**config.mk**
```make
export PLATFORM = sky130hd
export DESIGN_NAME = mem_access_unit
export DESIGN_NICKNAME = d
export VERILOG_FILES = /design/src/rtl/mem_access_unit.sv
export SDC_FILE = /design/constraint.sdc
export NUM_CORES = 1
export LEC_CHECK = 0
export BUFFER_PORTS_ARGS = -buffer_cell sky130_fd_sc_hd__buf_4
export CORE_MARGIN = 2
export CORE_UTILIZATION = 54
export CTS_BUF_LIST = sky130_fd_sc_hd__clkbuf_4 sky130_fd_sc_hd__clkbuf_8
export CTS_CLUSTER_SIZE = 28
export DETAILED_ROUTE_END_ITERATION = 8
export PLACE_DENSITY = 0.88
export SLEW_MARGIN = 30
export SYNTH_ARGS = -nofsm -noshare
export SYNTH_HDL_FRONTEND = slang
export SYNTH_SLANG_ARGS = --single-unit
```
**constraint.sdc**
```tcl
create_clock -name clk -period 6.4 [get_ports clk]
set_clock_uncertainty 0.15 [all_clocks]
set_input_delay 0.64 -clock clk [delete_from_list [all_inputs] [get_ports clk]]
set_output_delay 0.64 -clock clk [all_outputs]
set_load 0.02 [all_outputs]
```
**src/rtl/mem_access_unit.sv**
```systemverilog
// -----------------------------------------------------------------------------
// mem_access_unit
//
// Memory-stage load/store unit for the pipelined MIPS core. Decodes the
// M-stage access, checks alignment and address-map legality, runs one
// req/ack bus transaction per accepted op (any number of wait states), stalls
// the pipeline until it completes and returns sign/zero-extended load data.
//
// Optional feature (compile-time macro): MEM_TIMEOUT_EN
//   defined   : a wait counter runs in BUSY; after MAX_WAIT BUSY cycles with no
//               bus_ack the access completes with bus_err=1 and rdata=0.
//   undefined : BUSY waits forever, bus_err is tied low, no counter is built.
//
// Ports
//   clk, reset             clock (rising edge), asynchronous active-high reset
//   req_valid, op, addr,   M-stage memory op; held stable while stall=1
//   wdata, overflow
//   stall                  freeze F/D/E/M
//   done, rdata, bus_err   one-cycle completion pulse with its load data/status
//   adel, ades             load/store address exception (IDLE only)
//   bus_req, bus_we,       bus request, held until bus_ack; all bus outputs
//   bus_addr, bus_byteen,  are registered and stable during the request
//   bus_wdata
//   bus_rdata, bus_ack     bus response; bus_rdata sampled with bus_ack
// -----------------------------------------------------------------------------
module mem_access_unit #(
  parameter logic [31:0] DM_END    = 32'h0000_2FFF,
  parameter logic [31:0] DEV0_BASE = 32'h0000_7F00,
  parameter logic [31:0] DEV1_BASE = 32'h0000_7F10,
  parameter logic [31:0] IRQ_BASE  = 32'h0000_7F20,
  parameter int          MAX_WAIT  = 15
) (
  input  logic        clk,
  input  logic        reset,
  input  logic        req_valid,
  input  logic [2:0]  op,
  input  logic [31:0] addr,
  input  logic [31:0] wdata,
  input  logic        overflow,
  output logic        stall,
  output logic        done,
  output logic [31:0] rdata,
  output logic        bus_err,
  output logic        adel,
  output logic        ades,
  output logic        bus_req,
  output logic        bus_we,
  output logic [31:0] bus_addr,
  output logic [3:0]  bus_byteen,
  output logic [31:0] bus_wdata,
  input  logic [31:0] bus_rdata,
  input  logic        bus_ack
);

  typedef enum logic [2:0] {
    OP_LW  = 3'd0,
    OP_LH  = 3'd1,
    OP_LHU = 3'd2,
    OP_LB  = 3'd3,
    OP_LBU = 3'd4,
    OP_SW  = 3'd5,
    OP_SH  = 3'd6,
    OP_SB  = 3'd7
  } op_e;

  typedef enum logic [1:0] {
    S_IDLE = 2'd0,
    S_BUSY = 2'd1,
    S_RESP = 2'd2
  } state_e;

  // Elaboration-time sanity check on the watchdog limit.
  if (MAX_WAIT < 1) begin : g_bad_max_wait
    $error("mem_access_unit: MAX_WAIT must be >= 1");
  end

  state_e      state;
  op_e         op_d;
  op_e         op_q;
  logic [1:0]  off_q;

  // ---------------------------------------------------------------------------
  // Access decode
  // ---------------------------------------------------------------------------
  logic is_store, is_word, is_half;
  logic in_ram, in_dev0, in_dev1, in_irq, in_ro, legal, high_region;
  logic misalign, common_fault, fault, accept;

  assign op_d     = op_e'(op);
  assign is_store = (op_d == OP_SW) || (op_d == OP_SH) || (op_d == OP_SB);
  assign is_word  = (op_d == OP_LW) || (op_d == OP_SW);
  assign is_half  = (op_d == OP_LH) || (op_d == OP_LHU) || (op_d == OP_SH);

  assign in_ram  = (addr <= DM_END);
  assign in_dev0 = (addr >= DEV0_BASE) && (addr <= DEV0_BASE + 32'd11);
  assign in_dev1 = (addr >= DEV1_BASE) && (addr <= DEV1_BASE + 32'd11);
  assign in_irq  = (addr >= IRQ_BASE)  && (addr <= IRQ_BASE  + 32'd3);
  assign legal   = in_ram || in_dev0 || in_dev1 || in_irq;

  // Offsets +8..+11 of each device window are a read-only count register.
  assign in_ro = ((addr >= DEV0_BASE + 32'd8) && (addr <= DEV0_BASE + 32'd11)) ||
                 ((addr >= DEV1_BASE + 32'd8) && (addr <= DEV1_BASE + 32'd11));

  // Everything from DEV0_BASE upward is word-access-only I/O space.
  assign high_region = (addr >= DEV0_BASE);

  assign misalign     = (is_word && (addr[1:0] != 2'b00)) || (is_half && addr[0]);
  assign common_fault = misalign || overflow || !legal || (!is_word && high_region);
  assign fault        = common_fault || (is_store && in_ro);

  assign accept = (state == S_IDLE) && req_valid && !fault;

  // Exceptions and stall are combinational and forced low while reset is held
  // so the pipeline never sees a stale request during reset.
  assign adel  = !reset && (state == S_IDLE) && req_valid && !is_store && common_fault;
  assign ades  = !reset && (state == S_IDLE) && req_valid &&  is_store && fault;
  assign stall = !reset && (accept || (state == S_BUSY));

  // ---------------------------------------------------------------------------
  // Store lane steering (from the live inputs, captured on accept)
  // ---------------------------------------------------------------------------
  logic [3:0]  byteen_n;
  logic [31:0] wdata_n;

  // NOTE: every always_comb output gets a default first so no path leaves it
  // unassigned -- otherwise synthesis infers a latch.
  always_comb begin
    byteen_n = 4'b0000;
    wdata_n  = 32'h0;
    case (op_d)
      OP_SW: begin
        byteen_n = 4'b1111;
        wdata_n  = wdata;
      end
      OP_SH: begin
        if (addr[1]) begin
          byteen_n = 4'b1100;
          wdata_n  = wdata << 16;
        end else begin
          byteen_n = 4'b0011;
          wdata_n  = wdata;
        end
      end
      OP_SB: begin
        byteen_n = 4'b0001 << addr[1:0];
        wdata_n  = wdata << {addr[1:0], 3'b000};
      end
      default: begin
        byteen_n = 4'b0000;
        wdata_n  = 32'h0;
      end
    endcase
  end

  // ---------------------------------------------------------------------------
  // Load extraction (from the captured op/offset and the returning bus data)
  // ---------------------------------------------------------------------------
  logic [15:0] half_sel;
  logic [7:0]  byte_sel;
  logic [31:0] load_data;

  always_comb begin
    half_sel = off_q[1] ? bus_rdata[31:16] : bus_rdata[15:0];
    case (off_q)
      2'd0:    byte_sel = bus_rdata[7:0];
      2'd1:    byte_sel = bus_rdata[15:8];
      2'd2:    byte_sel = bus_rdata[23:16];
      default: byte_sel = bus_rdata[31:24];
    endcase
    case (op_q)
      OP_LW:   load_data = bus_rdata;
      OP_LH:   load_data = {{16{half_sel[15]}}, half_sel};
      OP_LHU:  load_data = {16'h0, half_sel};
      OP_LB:   load_data = {{24{byte_sel[7]}}, byte_sel};
      OP_LBU:  load_data = {24'h0, byte_sel};
      default: load_data = 32'h0;   // stores complete with rdata = 0
    endcase
  end

  // ---------------------------------------------------------------------------
  // Watchdog
  // ---------------------------------------------------------------------------
`ifdef MEM_TIMEOUT_EN
  localparam int CNT_W = (MAX_WAIT < 2) ? 1 : $clog2(MAX_WAIT);

  logic [CNT_W-1:0] wait_cnt;
  logic             timeout;

  // wait_cnt holds the number of completed BUSY cycles; timeout fires in the
  // MAX_WAIT-th BUSY cycle, so bus_req is high for exactly MAX_WAIT cycles.
  assign timeout = (wait_cnt == CNT_W'(MAX_WAIT - 1));

  always_ff @(posedge clk or posedge reset) begin
    if (reset) begin
      wait_cnt <= '0;
    end else if ((state == S_BUSY) && !bus_ack && !timeout) begin
      wait_cnt <= wait_cnt + 1'b1;
    end else begin
      wait_cnt <= '0;
    end
  end
`else
  assign bus_err = 1'b0;
`endif

  // ---------------------------------------------------------------------------
  // Control FSM with registered outputs
  // ---------------------------------------------------------------------------
  // NOTE: sequential state uses non-blocking (<=) so every register samples
  // pre-edge values; blocking here would create order-dependent races.
  always_ff @(posedge clk or posedge reset) begin
    if (reset) begin
      state      <= S_IDLE;
      op_q       <= OP_LW;
      off_q      <= 2'b00;
      bus_req    <= 1'b0;
      bus_we     <= 1'b0;
      bus_addr   <= 32'h0;
      bus_byteen <= 4'b0000;
      bus_wdata  <= 32'h0;
      rdata      <= 32'h0;
      done       <= 1'b0;
`ifdef MEM_TIMEOUT_EN
      bus_err    <= 1'b0;
`endif
    end else begin
      // done/bus_err are single-cycle pulses accompanying the RESP state.
      done <= 1'b0;
`ifdef MEM_TIMEOUT_EN
      bus_err <= 1'b0;
`endif
      case (state)
        S_IDLE: begin
          if (accept) begin
            op_q       <= op_d;
            off_q      <= addr[1:0];
            bus_addr   <= {addr[31:2], 2'b00};
            bus_byteen <= byteen_n;
            bus_wdata  <= wdata_n;
            bus_we     <= is_store;
            bus_req    <= 1'b1;
            state      <= S_BUSY;
          end
        end

        S_BUSY: begin
          // An ack in the timeout cycle wins: it is checked first.
          if (bus_ack) begin
            rdata   <= load_data;
            bus_req <= 1'b0;
            done    <= 1'b1;
            state   <= S_RESP;
          end
`ifdef MEM_TIMEOUT_EN
          else if (timeout) begin
            rdata   <= 32'h0;
            bus_req <= 1'b0;
            done    <= 1'b1;
            bus_err <= 1'b1;
            state   <= S_RESP;
          end
`endif
        end

        S_RESP: begin
          // req_valid still shows the completed op this cycle; never re-accept.
          state <= S_IDLE;
        end

        default: state <= S_IDLE;
      endcase
    end
  end

endmodule

```
==> summary.md, run 1 <==
| Metric | Value |
|---|---|
| Peak VDD IR | `0.127 mV` |
| Final Critical Period | `3.76 ns` |
| Skew-Pair Late Insertion Delay | `0.38 ns` |
| Syn avg cell area | `10.8 um^2` |
| Post-Synthesis Cells | `486` |
| Largest area contributor in the netlist | `dfrtp_1` |
| Via/cell ratio | `5.91` |
| Initial core utilization | `54.8%` |
| Register area share after synthesis | `51.4%` |
| Clock Power Share | `34.5%` |
| Kind of critical path | `primary input to output port` |
| DRT iter0 DRCs | `306` |
| Core Footprint | `0.00959 mm^2` |
| Die X-Extent | `103 um` |
| Final worst-path cycle share | `58.7%` |
| Pwr dens | `195 mW/mm^2` |
| Synthesis-stage register bit count | `108` |
| Top_reg_cell synth | `dfrtp_1` |
| Post-layout util | `74.3%` |
| Combinational share of power | `14.5%` |
| IO Pins | `211` |
| Fill count | `683` |
| Switching pwr | `354 uW` |
| DRC viols | `0` |
| Vias in the first global route | `4,686` |
| Number of flops mapped to enable cells by yosys | `0` |
| Resized cells post-CTS | `0` |
| CP arrival | `2.97 ns` |
| Post-Layout Cell Count | `814` |
| Internal | `1.04 mW` |
| Yosys top cell area share | `51.4%` |
| Clock buffer count from CTS | `9` |
| Critical Path RT | `5.61 ns` |
| CTS tree | `yes` |
| Global-route wire length before repair | `23.0 mm` |
| Clock Sinks | `108` |
| Tot GR Track Use | `28.5%` |
| Leakage | `3.67 nW` |
| Htree depth | `3` |
| Synth Cell Area | `0.00526 mm^2` |
| RePlAce Congestion | `0.904` |
| DP Area | `0.00689 mm^2` |
| Largest net degree at the start of global routing | `86` |
| Max_slew headroom | `39.3%` |
| WL final | `15.3 mm` |
| Post-CTS Setup Bufs | `0` |
| Clk slew on worst S/H paths | `0.10 ns` |
| Layout cells sized above 1 | `41.6%` |
| Final Hold Viols | `0` |
| Slew Viols, Final | `0` |
| Worst slew pin tran | `0.909 ns` |
| Die height | `103 um` |
| Die Area | `0.0105 mm^2` |
| Worst Setup Start Kind | `primary input` |
| Setup_tns | `0 ns` |
| WL per Instance | `18.8 um` |
| CTS root buf | `clkbuf_8` |
| DPL Wire Length | `11.1 mm` |
| Via count | `4,807` |
| Asr flop ratio synth | `100%` |
| GR Overflow Total | `0` |
| Hold-fix buffers at CTS | `0` |
| Dpl cells | `798` |
| Min-Delay Path Class | `primary input to asynchronous set/reset pin` |
| Worst-path fanout max | `22` |
| Worst setup EP type | `output port` |
| Final setup vio count | `0` |
| Flop pwr share | `51.0%` |
| Post-DRT Antenna Nets | `0` |
| Max clock buf depth | `2` |
| RSZ-0062 raised after global routing | `false` |
| Sw frac | `25.5%` |
| Layout area overhead | `35.5%` |
| Fin area | `0.00713 mm^2` |
| Status | `complete, no violations` |
| YS warnings | `0` |
| N_diodes | `0` |
| Power, Total | `1.39 mW` |
| Top post-synthesis cells by area | `dfrtp_1 51%, mux2_2 8.3%, a21oi_1 4.4%` |
| Final #Nets | `780` |
| Input/output buffers | `207` |
| Maximum clock rate | `266 MHz` |
| First drt pass iteration count | `5` |
| Site Rows | `36` |
| Initial antenna violation count | `0` |
| Maxcap violations | `0` |
| Cell variety after synth | `41` |
flip-flops by register name, indices dropped and copies added, names as in the netlist:
| register | flops |
|---|---|
| bus_wdata | 32 |
| rdata | 32 |
| bus_addr | 30 |
| bus_byteen | 4 |
| op_q | 3 |
| off_q | 2 |
| state | 2 |
| bus_req | 1 |
| bus_we | 1 |
| done | 1 |
cell usage in the layout (no fill, tap or decap), drive strengths merged, types with 15 or more instances in the layout:
cell type / n
a21oi: 46
a22o: 15
and2: 18
buf: 213
dfrtp: 108
inv: 23
mux2: 40
mux2i: 17
nand2: 58
o21ai: 29
routing by layer:
| metal | up-vias | track usage [%] | part of all wire, % |
|---|---|---|---|
| li1 | 2131 | - | - |
| met4 | 0 | 14.8 | 4.3 |
| met3 | 61 | 6.64 | 10 |
| met1 | 2315 | 35.5 | 36 |
| met2 | 300 | 46.7 | 49 |
| met5 | - | 0 | 0 |
synthesized netlist by cell type (all sizes together) (7+ instances only):
cell type	n
o21ai	29
buf	11
a21o	10
a211oi	7
a221o	8
and2	18
inv	23
dfrtp	108
a222oi	10
mux2i	17
a21oi	46
mux4	8
clkbuf	25
a22oi	8
mux2	40
a22o	15
nand2	58
cell type report:
| class | count | area, um^2 | area share, % |
|---|---|---|---|
| tap | 133 | 166 | 2.33 |
| inverter | 23 | 88.8 | 1.25 |
| multi-input combinational | 321 | 2330 | 32.7 |
| clock buffer | 11 | 151 | 2.12 |
| timing repair buffer | 213 | 1600 | 22.5 |
| sequential | 108 | 2700 | 37.9 |
| clock inverter | 5 | 83.8 | 1.18 |
power by group through the flow:
stage | combinational (mW) | sequential [mW] | clock (mW)
finish | 0.201 | 0.708 | 0.480
global route | 0.218 | 0.710 | 0.507
global placement | 0.191 | 0.721 | 0
detailed placement | 0.198 | 0.722 | 0
floorplan | 0.0700 | 0.741 | 0
CTS | 0.200 | 0.708 | 0.486
final timing paths:
path / slack, ns / cells past startpoint / to / start
worst max-delay path: 2.64 / 7 / stall / addr[17]
worst min-delay path: 0.11 / 2 / rdata[24]$_DFFE_PP0P_ / reset
worst max register to register: 3.08 / 6 / bus_wdata[31]$_DFFE_PP0P_ / state[0]$_DFFE_PP0P_
worst min register to register: 0.34 / 1 / bus_addr[31]$_DFFE_PP0P_ / bus_addr[31]$_DFFE_PP0P_
max in group asynchronous: 4.96 / 3 / bus_wdata[29]$_DFFE_PP0P_ / reset
min in group clk: 0.32 / 2 / state[0]$_DFFE_PP0P_ / bus_ack
kinds of logic (layout without fill, tap and decap cells):
group	count (synthesis)	count (layout)	synth area share (%)
adders and majority gates	1	1	0.190
AOI/OAI and AO/OA	139	139	17.8
other	1	3	0.0713
muxes	65	65	15.2
and+or+nand+nor	111	111	10.3
buffers and inverters	59	252	4.76
xor gates and xnor gates	2	2	0.333
DFF	108	108	51.4
per-stage QoR:
| stage | hold slack [ns] | setup WS [ns] |
|---|---|---|
| 6_report | 0.107 | 2.64 |
| 5_1_grt | 0.122 | 2.52 |
| 4_1_cts | 0.104 | 2.64 |
| 3_5_place_dp | 0.323 | 2.63 |
| 3_3_place_gp | 0.313 | 2.67 |
| 2_1_floorplan | 0.394 | 2.76 |
worst max-delay path, cell delays in order:
cell and delay, ns:
buf_4 0.10, or4_1 0.55, or4_1 0.48, a211o_1 0.28, a211o_1 0.50, a21oi_1 0.24
buf_4 0.16
Power figures use the tool's default switching activity.
==> run 2: changes to the inputs <==
--- a/config.mk
+++ b/config.mk
@@ -7,11 +7,11 @@
 export LEC_CHECK = 0
 export BUFFER_PORTS_ARGS = -buffer_cell sky130_fd_sc_hd__buf_4
 export CORE_MARGIN = 2
-export CORE_UTILIZATION = 54
+export CORE_UTILIZATION = 50
 export CTS_BUF_LIST = sky130_fd_sc_hd__clkbuf_4 sky130_fd_sc_hd__clkbuf_8
 export CTS_CLUSTER_SIZE = 28
 export DETAILED_ROUTE_END_ITERATION = 8
-export PLACE_DENSITY = 0.88
+export PLACE_DENSITY = 0.82
 export SLEW_MARGIN = 30
 export SYNTH_ARGS = -nofsm -noshare
 export SYNTH_HDL_FRONTEND = slang
==> constraint.sdc (replaced) <==
create_clock -name clk -period 3.47 [get_ports clk]
set_clock_uncertainty 0.15 [all_clocks]
set_input_delay 0.347 -clock clk [delete_from_list [all_inputs] [get_ports clk]]
set_output_delay 0.347 -clock clk [all_outputs]
set_load 0.02 [all_outputs]
==> run 2 against run 1 <==
Compared with the run above: cell count rose by 1.1%; largest power group unchanged; hold slack worse by 0.086 ns; count of clock-buffer cells in the layout shrank 2; final area is 0.68% higher; critical path type is now flop to output port; first-iteration DRC count is 14% higher; global-route usage fell by 3.2 points; sequential share of layout area decreased by 0.26 points; die area up 7.7%; largest cell class unchanged; critical path depth shrank 1; clock power increased by 78%; via count shrank 2.7%.
==> summary.md, run 2 (synthesized netlist as in run 1, its figures left out) <==
| Metric | Value |
|---|---|
| Clock Sinks | `108 (unchanged)` |
| Kind of critical path | `flop to output port` |
| Vias in the first global route | `4,568 (-2.5%)` |
| Peak VDD IR | `0.222 mV (+74%)` |
| Maximum clock rate | `326 MHz` |
| Final setup vio count | `0 (unchanged)` |
| Initial antenna violation count | `0 (unchanged)` |
| Resized cells post-CTS | `0 (unchanged)` |
| Worst Setup Start Kind | `flop` |
| WL final | `14.4 mm (-6.0%)` |
| First drt pass iteration count | `5 (unchanged)` |
| Final Hold Viols | `0 (unchanged)` |
| Via/cell ratio | `5.69 (-3.7%)` |
| Critical Path RT | `2.97 ns (-2.64 ns)` |
| Clock buffer count from CTS | `9 (unchanged)` |
| HP Start | `bus_ack` |
| CTS root buf | `clkbuf_8` |
| Worst slew pin tran | `0.900 ns (-0.00844 ns)` |
| Maxcap violations | `0 (unchanged)` |
| WL per Instance | `17.5 um (-7.0%)` |
| Layout cells sized above 1 | `41.8% (+0.22 points)` |
| GR Overflow Total | `0 (unchanged)` |
| Final #Nets | `786 (+0.77%)` |
| DRT iter0 DRCs | `350 (+14%)` |
| Layout area overhead | `36.4%` |
| Die Area | `0.0114 mm^2 (+7.7%)` |
| WHS Endpoint | `state[0]$_DFFE_PP0P_` |
| Grt peak-use layer | `met2` |
| Final Critical Period | `3.07 ns` |
| Skew-Pair Late Insertion Delay | `0.37 ns (about the same)` |
| Fin area | `0.00718 mm^2 (+0.68%)` |
| Global-route wire length before repair | `22.7 mm (-1.3%)` |
| R2r endpoint | `bus_wdata[9]$_DFFE_PP0P_` |
| Initial core utilization | `51.2% (-3.6 points)` |
| Htree depth | `3 (unchanged)` |
| Met3 Use GR | `5.47% (-1.2 points)` |
| Hold depth | `2` |
| Post-DRT Antenna Nets | `0 (unchanged)` |
| Setup_tns | `0 ns (unchanged)` |
| Status | `complete, no violations` |
| Largest regs | `bus_wdata x32, rdata x32, bus_addr x30` |
| Leakage | `3.69 nW (+0.64%)` |
| Site Rows | `37 (+2.8%)` |
| Input/output buffers | `207 (unchanged)` |
| Clk slew on worst S/H paths | `0.10 ns (about the same)` |
| IO Pins | `211 (unchanged)` |
| Slew Viols, Final | `0 (unchanged)` |
| RSZ-0062 raised after global routing | `false` |
| CP arrival | `2.57 ns (-0.40 ns)` |
| Via count | `4,679 (-2.7%)` |
| N_diodes | `0 (unchanged)` |
| Largest net degree at the start of global routing | `54 (-37%)` |
| Grt met2 use | `40.8% (-5.9 points)` |
| Tot GR Track Use | `25.3% (-3.2 points)` |
| Max_slew headroom | `39.8% (+0.56 points)` |
| R2R setup slack | `0.67 ns (-2.41 ns)` |
| Pwr dens | `352 mW/mm^2 (+81%)` |
| RR Startpoint | `state[0]$_DFFE_PP0P_` |
| DRC viols | `0 (unchanged)` |
| Min-Delay Path Class | `primary input to flop` |
| CTS tree | `yes` |
| Die X-Extent | `107 um (+3.8%)` |
| RePlAce Congestion | `0.849 (-6.1%)` |
| Max clock buf depth | `2 (unchanged)` |
| Most common cell after layout, fill and taps aside | `buf_4` |
| Reg2reg path depth | `6 (unchanged)` |
| Die height | `107 um (+3.8%)` |
| Worst setup EP type | `output port` |
| Met1 Track Usage GR | `32.8% (-2.7 points)` |
| DPL Wire Length | `10.7 mm (-3.2%)` |
| DP Area | `0.00694 mm^2 (+0.69%)` |
| Core Footprint | `0.0103 mm^2 (+7.1%)` |
| Final worst-path cycle share | `88.4%` |
| Worst-path fanout max | `3 (-86%)` |
| Most frequent cells in the layout | `217 x buf_4, 108 x dfrtp_1, 58 x nand2_1` |
[run 2: report_power, final]
group | internal [mW] | total, mW | switching, mW
Sequential | 1.29 | 1.31 | 0.0180
Clock | 0.412 | 0.853 | 0.441
Combinational | 0.176 | 0.367 | 0.191
[run 2: stage by stage]
stage          hold slack, ns  total power [mW]  utilization, %  setup slack (ns)  std cells
4_1_cts               0.00981              2.54            69.8             0.396        823
2_1_floorplan           0.305              1.50               -             0.127        488
5_1_grt                0.0257              2.63            69.8             0.285        823
6_report               0.0215              2.53            69.8             0.402        823
3_5_place_dp            0.323              1.70            67.5             0.494        806
3_3_place_gp            0.314              1.69            67.5             0.522        806
[run 2: worst max-delay path by stage]
stage / startpoint / to / slack (ns) / depth (start not counted)
after floorplan: reset / bus_addr[10]$_DFFE_PP0P_ / 0.13 / 1
after global placement: addr[17] / bus_wdata[27]$_DFFE_PP0P_ / 0.52 / 7
after detailed placement: addr[17] / bus_wdata[26]$_DFFE_PP0P_ / 0.49 / 7
after CTS: state[0]$_DFFE_PP0P_ / stall / 0.40 / 6
after global routing: state[0]$_DFFE_PP0P_ / stall / 0.29 / 6
final: state[0]$_DFFE_PP0P_ / stall / 0.40 / 6
[run 2: repair_timing]
action                    4_1_cts  5_1_grt
hold endpoints to repair       49        0
hold buffers                    1        0
buffers inserted                0        0
[run 2: area by class of cell]
cell class | instances | area, um^2
flip-flops and latches | 108 | 2700
clock inverters | 7 | 98.8
well taps | 136 | 170
multi-input cells | 321 | 2330
clock buffers | 9 | 124
fillers | 772 | 3100
repair buffers | 219 | 1660
inverters | 23 | 88.8
[run 2: critical path, cell delays in order, from the launching register on]
cell     delay (ns)
dfrtp_1        0.40
or3b_2         0.50
or4_1          0.42
a211o_1        0.29
a211o_1        0.28
a21oi_1        0.16
buf_4          0.17
[run 2: metal layers]
layer	routed length, um	share of wire, %
met3	1350	9.3
met2	6840	47
met1	5760	40
met5	0	0
met4	481	3.3
